<file path="src/rtl/mod_fifo_n_if.sv">
// Push/pop handshake bundle for mod_fifo_n; the error flags exist only when
// FIFO_ERR_FLAGS_EN is defined.
interface mod_fifo_n_if #(
  parameter int WIDTH = 8,
  parameter int DEPTH = 16
);
  localparam int CW = $clog2(DEPTH) + 1;

  logic             wr_en;
  logic [WIDTH-1:0] inp;
  logic             rd_en;
  logic [WIDTH-1:0] outp;
  logic             out_valid;
  logic             empty;
  logic             full;
  logic             almost_full;
  logic [CW-1:0]    count;
`ifdef FIFO_ERR_FLAGS_EN
  logic             err_ovf;
  logic             err_udf;

  modport master (
    output wr_en, inp, rd_en,
    input  outp, out_valid, empty, full, almost_full, count, err_ovf, err_udf
  );
  modport slave (
    input  wr_en, inp, rd_en,
    output outp, out_valid, empty, full, almost_full, count, err_ovf, err_udf
  );
`else
  modport master (
    output wr_en, inp, rd_en,
    input  outp, out_valid, empty, full, almost_full, count
  );
  modport slave (
    input  wr_en, inp, rd_en,
    output outp, out_valid, empty, full, almost_full, count
  );
`endif
endinterface

</file>
<file path="src/rtl/mod_fifo_n.sv">
// Synchronous FIFO with registered pop data and count-derived flags.
// Optional sticky overflow/underflow flags under FIFO_ERR_FLAGS_EN.
module mod_fifo_n #(
  parameter int WIDTH    = 8,
  parameter int DEPTH    = 16,
  parameter int AF_LEVEL = DEPTH - 2
) (
  input logic         clk,
  input logic         resetn,
  mod_fifo_n_if.slave bus
);
  localparam int AW = $clog2(DEPTH);
  localparam int CW = AW + 1;

  logic [WIDTH-1:0] mem [DEPTH];

  logic [AW-1:0]    wptr_q, wptr_d;
  logic [AW-1:0]    rptr_q, rptr_d;
  logic [CW-1:0]    count_q, count_d;
  logic             empty_q, empty_d;
  logic             full_q, full_d;
  logic             af_q, af_d;
  logic [WIDTH-1:0] outp_q, outp_d;
  logic             out_valid_q, out_valid_d;
  logic             push, pop;

  // Acceptance uses the flags registered at the start of the cycle.
  assign push = bus.wr_en && !full_q;
  assign pop  = bus.rd_en && !empty_q;

  always_comb begin
    wptr_d      = wptr_q;
    rptr_d      = rptr_q;
    count_d     = count_q;
    outp_d      = outp_q;
    out_valid_d = 1'b0;
    if (push) wptr_d = wptr_q + AW'(1);
    if (pop) begin
      rptr_d      = rptr_q + AW'(1);
      outp_d      = mem[rptr_q];
      out_valid_d = 1'b1;
    end
    case ({push, pop})
      2'b10:   count_d = count_q + CW'(1);
      2'b01:   count_d = count_q - CW'(1);
      default: count_d = count_q;
    endcase
    empty_d = (count_d == '0);
    full_d  = (count_d == CW'(DEPTH));
    af_d    = (count_d >= CW'(AF_LEVEL));
  end

  always_ff @(posedge clk or posedge resetn) begin
    if (resetn) begin
      wptr_q      <= '0;
      rptr_q      <= '0;
      count_q     <= '0;
      empty_q     <= 1'b1;
      full_q      <= 1'b0;
      af_q        <= 1'b0;
      outp_q      <= '0;
      out_valid_q <= 1'b0;
    end else begin
      wptr_q      <= wptr_d;
      rptr_q      <= rptr_d;
      count_q     <= count_d;
      empty_q     <= empty_d;
      full_q      <= full_d;
      af_q        <= af_d;
      outp_q      <= outp_d;
      out_valid_q <= out_valid_d;
    end
  end

  // Storage is deliberately left out of reset; pointers alone discard contents.
  always_ff @(posedge clk) begin
    if (push) mem[wptr_q] <= bus.inp;
  end

  assign bus.outp        = outp_q;
  assign bus.out_valid   = out_valid_q;
  assign bus.empty       = empty_q;
  assign bus.full        = full_q;
  assign bus.almost_full = af_q;
  assign bus.count       = count_q;

`ifdef FIFO_ERR_FLAGS_EN
  logic err_ovf_q, err_udf_q;

  always_ff @(posedge clk or posedge resetn) begin
    if (resetn) begin
      err_ovf_q <= 1'b0;
      err_udf_q <= 1'b0;
    end else begin
      if (bus.wr_en && full_q)  err_ovf_q <= 1'b1;
      if (bus.rd_en && empty_q) err_udf_q <= 1'b1;
    end
  end

  assign bus.err_ovf = err_ovf_q;
  assign bus.err_udf = err_udf_q;
`endif
endmodule

</file>
<file path="src/flat_wrapper.sv">
// flat-port wrapper written by rule: the top's interface ports become plain ports
module mod_fifo_n_flat 
#(
  parameter int WIDTH    = 8,
  parameter int DEPTH    = 16,
  parameter int AF_LEVEL = DEPTH - 2
)
  (clk, resetn, bus_wr_en, bus_inp, bus_rd_en, bus_outp, bus_out_valid, bus_empty, bus_full, bus_almost_full, bus_count);
  mod_fifo_n_if #(.WIDTH(WIDTH), .DEPTH(DEPTH)) bus_i ();
  input logic clk;
  input logic resetn;
  input wire logic [$bits(bus_i.wr_en)-1:0] bus_wr_en;
  input wire logic [$bits(bus_i.inp)-1:0] bus_inp;
  input wire logic [$bits(bus_i.rd_en)-1:0] bus_rd_en;
  output wire logic [$bits(bus_i.outp)-1:0] bus_outp;
  output wire logic [$bits(bus_i.out_valid)-1:0] bus_out_valid;
  output wire logic [$bits(bus_i.empty)-1:0] bus_empty;
  output wire logic [$bits(bus_i.full)-1:0] bus_full;
  output wire logic [$bits(bus_i.almost_full)-1:0] bus_almost_full;
  output wire logic [$bits(bus_i.count)-1:0] bus_count;
  assign bus_i.wr_en = bus_wr_en;
  assign bus_i.inp = bus_inp;
  assign bus_i.rd_en = bus_rd_en;
  assign bus_outp = bus_i.outp;
  assign bus_out_valid = bus_i.out_valid;
  assign bus_empty = bus_i.empty;
  assign bus_full = bus_i.full;
  assign bus_almost_full = bus_i.almost_full;
  assign bus_count = bus_i.count;
  mod_fifo_n #(.WIDTH(WIDTH), .DEPTH(DEPTH), .AF_LEVEL(AF_LEVEL)) u_core (.clk(clk), .resetn(resetn), .bus(bus_i));
endmodule
</file>
<file path="config.mk">
export PLATFORM = sky130hd
export DESIGN_NAME = mod_fifo_n_flat
export DESIGN_NICKNAME = d
export VERILOG_FILES = /design/src/rtl/mod_fifo_n_if.sv /design/src/rtl/mod_fifo_n.sv /design/src/flat_wrapper.sv
export SDC_FILE = /design/constraint.sdc
export NUM_CORES = 1
export LEC_CHECK = 0
export ABC_CLOCK_PERIOD_IN_PS = 4700
export CAP_MARGIN = 20
export CORE_UTILIZATION = 46
export CTS_CLUSTER_SIZE = 8
export DETAILED_ROUTE_END_ITERATION = 8
export PLACE_DENSITY = 0.64
export SYNTH_ARGS = -nofsm -noshare
export SYNTH_HDL_FRONTEND = slang
export SYNTH_SLANG_ARGS = --single-unit
</file>
<file path="constraint.sdc">
create_clock -name clk -period 4.7 [get_ports clk]
set_input_delay 0.705 -clock clk [delete_from_list [all_inputs] [get_ports clk]]
set_output_delay 0.705 -clock clk [all_outputs]
set_load 0.02 [all_outputs]
</file>
Yosys cells after proc, flatten, opt, wreduce, memory -nomap -nowiden. Memories as Yosys holds them, arrays and structs flattened. A register that Yosys moved wholly into a read port is not among the register bits. Cells that the tools add are included.

Memories kept: 1. Memory bits (writable): 128. Output and inout port bits: 17. Bits in registers: 17. Input bits: 12. Word-level logic and storage cells: 25.

Add/subtract/negate cells: 4. Reductions and logical operators: 5. Muxes and demuxes: 4. Equality and inequality tests: 3. Magnitude comparators: 1.

Memories: u_core.mem (depth 16, bits a word 8, read ports 1, clocked after memory_dff 1, write ports 1, line mod_fifo_n.sv:15) `logic [WIDTH-1:0] mem [DEPTH];`.

Operators with widths (count): $pmux W5 S2 (1); $add A4 B1 Y4 const B (2); $add A5 B1 Y5 const B (1); $eq A5 B5 Y1 const B (1); $ge A5 B4 Y1 const B (1); $logic_not A5 Y1 (1); $sub A5 B1 Y5 const B (1); $mux W1 (3); $eq A2 B1 Y1 const B (1); $eq A2 B2 Y1 const B (1); $logic_and A1 B1 Y1 (2); $logic_not A1 Y1 (2).

Longest topological paths before layout.
Word-level depth: 5. Depth in mapped cells: 11. Depth with buffers taken out: 10.

Worst setup path after synthesis. No wires, ideal clock.

Path kind: input to register. From: in bus_rd_en. To: reg u_core.full_q (netlist: u_core.bus.full). Setup slack: 1.855 ns. Arrival time: 2.758 ns. Setup time: 0.087 ns. Data required time: 4.613 ns. Path buffers: 2. Stages on the path: 9. Cells stage by stage: nand2b_4 -> clkbuf_1 -> clkbuf_1 -> inv_1 -> ha_1 -> a21oi_1 -> mux2i_1 -> or4b_4 -> a211oi_2.

Cells in the longest elaborated chain, start to end: 4. Elaborated cells between the ends (all ways): 5. Classes of those cells: eq/ne: 3; mux: 1; reduce/logical: 1.

RTL lines: start, declared (line flat_wrapper.sv:14) `input wire logic [$bits(bus_i.rd_en)-1:0] bus_rd_en;`; $logic_and A1 B1 Y1 (*) (line mod_fifo_n.sv:29) `assign pop = bus.rd_en && !empty_q;`; $eq A2 B1 Y1 or $eq A2 B2 Y1 (tied branches) (line mod_fifo_n.sv:43) `case ({push, pop})`; $pmux W5 S2 (*) (line mod_fifo_n.sv:43); $eq A5 B5 Y1 (*) (line mod_fifo_n.sv:49) `full_d = (count_d == CW'(DEPTH));`; net u_core.full_d (line mod_fifo_n.sv:21) `logic full_q, full_d;`; end signal, assigned (line mod_fifo_n.sv:68) `full_q <= full_d;`; end, declared (line mod_fifo_n.sv:21).

Mark *: on every way through the listed nets, which the timed path passes. The rest lies on a longest branch. A chain may end at the register's enable or synchronous reset.

Final worst setup path.
From: in bus_wr_en. To: reg u_core.empty_q (netlist: u_core.bus.empty).

Cells in the longest elaborated chain, start to end: 4. Elaborated cells between the ends (all ways): 5. Classes of those cells: eq/ne: 2; mux: 1; reduce/logical: 2.

RTL lines: start, declared (line flat_wrapper.sv:12) `input wire logic [$bits(bus_i.wr_en)-1:0] bus_wr_en;`; $logic_and A1 B1 Y1 (*) (line mod_fifo_n.sv:28) `assign push = bus.wr_en && !full_q;`; $eq A2 B1 Y1 or $eq A2 B2 Y1 (tied branches) (line mod_fifo_n.sv:43); $pmux W5 S2 (*) (line mod_fifo_n.sv:43); $logic_not A5 Y1 (*) (line mod_fifo_n.sv:48) `empty_d = (count_d == '0);`; net u_core.empty_d (line mod_fifo_n.sv:20) `logic empty_q, empty_d;`; end signal, assigned (line mod_fifo_n.sv:67) `empty_q <= empty_d;`; end, declared (line mod_fifo_n.sv:20).

Marked as above.

==> qor.csv <==
metric,value,unit
period utilization,64.4,%
initial antenna violation count,0,
ys flop type,edfxtp_1,
"Hold-fix buffers, CTS",0,
post-route setup slack,1.67,ns
worst hold-check slack,0.501,ns
clk buf depth,2,
DRC,0,
Min-Delay Path Class,reg2reg,
async set or reset register ratio after synthesis,16.3,%
largest net degree at the start of global routing,29,
fin crit period,3.03,ns
cell family with the largest share of critical-path delay,simple AND/OR/NAND/NOR gates,
syn nets,355,
cts bufs inserted,17,
dpl hpwl,7190,µm
mapped cell area,6190,µm²
GRT Total Usage,18.5,%
leak pwr,2.46,nW
Ys Warns,0,
WL/cell,21.1,µm
data arrival time of the critical path,3.37,ns
clk slew on worst S/H paths,0.06,ns
Detail Route Antenna Nets,0,
PD cells,617,nW/µm²
Cells after Synth,336,
status,"finished, final reports clean",
die width,118,µm
critical path's slowest cell,clkdlybuf4s50_1,
CTS tree,done,
peak supply drop,0.288,mV
Core Rows,42,
largest stage delay on the critical path,0.45,ns
Critical Path Start,bus_wr_en,
number of synthesized flops with an enable pin,128,
RSZ-0062 raised after global routing,false,
R2R setup slack,2.05,ns
Pre-antenna DRT Iters,4,
Final Hold Viols,0,
utilization after layout,54.5,%
post-DR vias/cell,5.51,
CTS sink cnt,153,
slew margin rel.,25.0,%
r2r endpoint,u_core.bus.empty,
Max Clk Rate,0.330,GHz
DRT iter0 DRCs,426,
"Worst Path Class, Setup",in2reg,
Hold Path Origin,u_core.bus.outp[7],
worst path required time,5.04,ns
die height,118,µm
share of the yosys chip area belonging to registers,72.2,%
filler cell count,1015,
Root Buffer,clkbuf_16,
Slew @ Worst Pin,1.12,ns
fraction of layout cells with a size suffix above 1,20.5,%
# IOs,29,
"Distinct cells, synth",40,
R2R cell count,10,
grt ovf,0,
H-tree level count,4,
placed insts,525,
"Avg Cell Area, Syn",18.4,µm²
register bit total from synthesis,153,
hold endpoint,u_core.bus.outp[7],
fin cells,557,
clock skew,0.00508,ns
hold depth,2,
Startpoint Class,input port,
Area Growth Syn to Fin,16.1,%
CP Buf/Inv Count,2,
Max-Cap Viols,0,
DP Worst Slack,1.27,ns
crit path capture type,flop,
TNS Setup,0,ns
core area,13200,µm²
Slew Limit Fails,0,
Total Routed Length,11800,µm
setup violators final,0,
worst reg2reg startpoint,u_core.bus.full,
global-route wire length before repair,18300,µm
CP cell instances,clkdlybuf4s50_1 > nor2b_2 > inv_2 > nand2_1 > xnor2_1 > ha_1 > a21oi_1 > a21boi_1 > nor3_1 > o31ai_1 > and4b_1,
Skew-Pair Late Insertion Delay,0.41,ns
PostCTS Resize Cnt,0,
vias in the first global route,3142,
# Post-CTS Setup Buffers,0,
crit-path max FO,11,
die area,13900,µm²
via count,3069,
Port Buf Inserts,28,
Starting Density,46.9,%
RD Place Congestion,0.852,
ANT cells,0,
nets,390,
cells by family after synthesis:
family          Yosys count  synth area share [%]
fa+ha+maj                 7                  1.41
xor+xnor                 10                  1.41
simple gates             56                  4.55
compound gates           30                  3.31
buf+inv                  29                  2.38
mux                      51                  14.7
flops                   153                  72.2
routing by layer:
layer | share of wire [%] | up-vias | track usage [%]
li1 | - | 1382 | -
met1 | 43 | 1600 | 24.5
met2 | 51 | 75 | 29.5
met3 | 4.3 | 12 | 4.65
met4 | 1.7 | 0 | 7.13
met5 | 0 | - | 0
state kept, by name (all words and copies together), names as in the netlist:
register,flops
u_core.bus.out_valid,1
u_core.wptr_q,4
u_core.bus.outp,8
u_core.bus.empty,1
u_core.rptr_q,4
u_core.mem,128
u_core.bus.full,1
u_core.bus.count,5
u_core.bus.almost_full,1
report_power, final:
group / internal [mW] / leakage [nW] / switching (mW)
registers: 1.70 / 1.46 / 0.281
logic: 0.645 / 0.755 / 0.601
clock network: 0.711 / 0.252 / 0.499
through the flow:
step,instance area (µm²),power [mW]
after global routing,7190,4.63
final,7190,4.43
after CTS,7140,4.46
after detailed placement,6630,3.26
after global placement,6630,3.24
after floorplan,6190,2.86
synthesized netlist by cell type, types with 6 or more instances:
master | n | area [µm²]
nor2_1 | 19 | 71.3
mux2i_1 | 18 | 180
dfrtp_1 | 24 | 601
nor3_1 | 9 | 45.0
xnor2_1 | 10 | 87.6
ha_1 | 7 | 87.6
clkbuf_1 | 10 | 37.5
mux4_2 | 32 | 721
o31ai_1 | 6 | 45.0
edfxtp_1 | 128 | 3840
a21oi_1 | 12 | 60.1
nand2_1 | 16 | 60.1
inv_1 | 8 | 30.0
worst max path at each step:
stage                  endpoint  slack, ns  cells past startpoint
6_report       u_core.bus.empty       1.67                     11
4_1_cts        u_core.bus.empty       1.71                     11
3_3_place_gp   u_core.bus.empty       1.35                     11
5_1_grt        u_core.bus.empty       1.39                     11
3_5_place_dp   u_core.bus.empty       1.27                     11
2_1_floorplan   u_core.bus.full       1.86                      9
layout by cell type (no fill, tap or decap), drive strengths merged, types with 3 or more instances in the layout:
cell / n
mux2i: 18
o31ai: 6
clkbuf: 19
nand2: 16
xnor2: 10
clkdlybuf4s50: 28
clkinv: 7
nor3: 10
buf: 7
inv: 10
nor2: 19
a21oi: 12
edfxtp: 128
nand2b: 3
mux4: 32
ha: 7
dfrtp: 24
o21ai: 4
final cells by class:
cell class,count,area (µm²),share of cell area [%]
sequential,153,4470,62.2
multi-input combinational,154,1580,22.0
clock buffer,19,433,6.02
timing repair buffer,35,357,4.96
tap,176,220,3.06
clock inverter,10,82.6,1.15
inverter,10,40.0,0.557
tightest hold or removal path, stage by stage, from the launching register on:
cell and delay (ns):
dfrtp_1 0.35, a21oi_1 0.06, o31ai_1 0.06
Power figures use the tool's default switching activity.
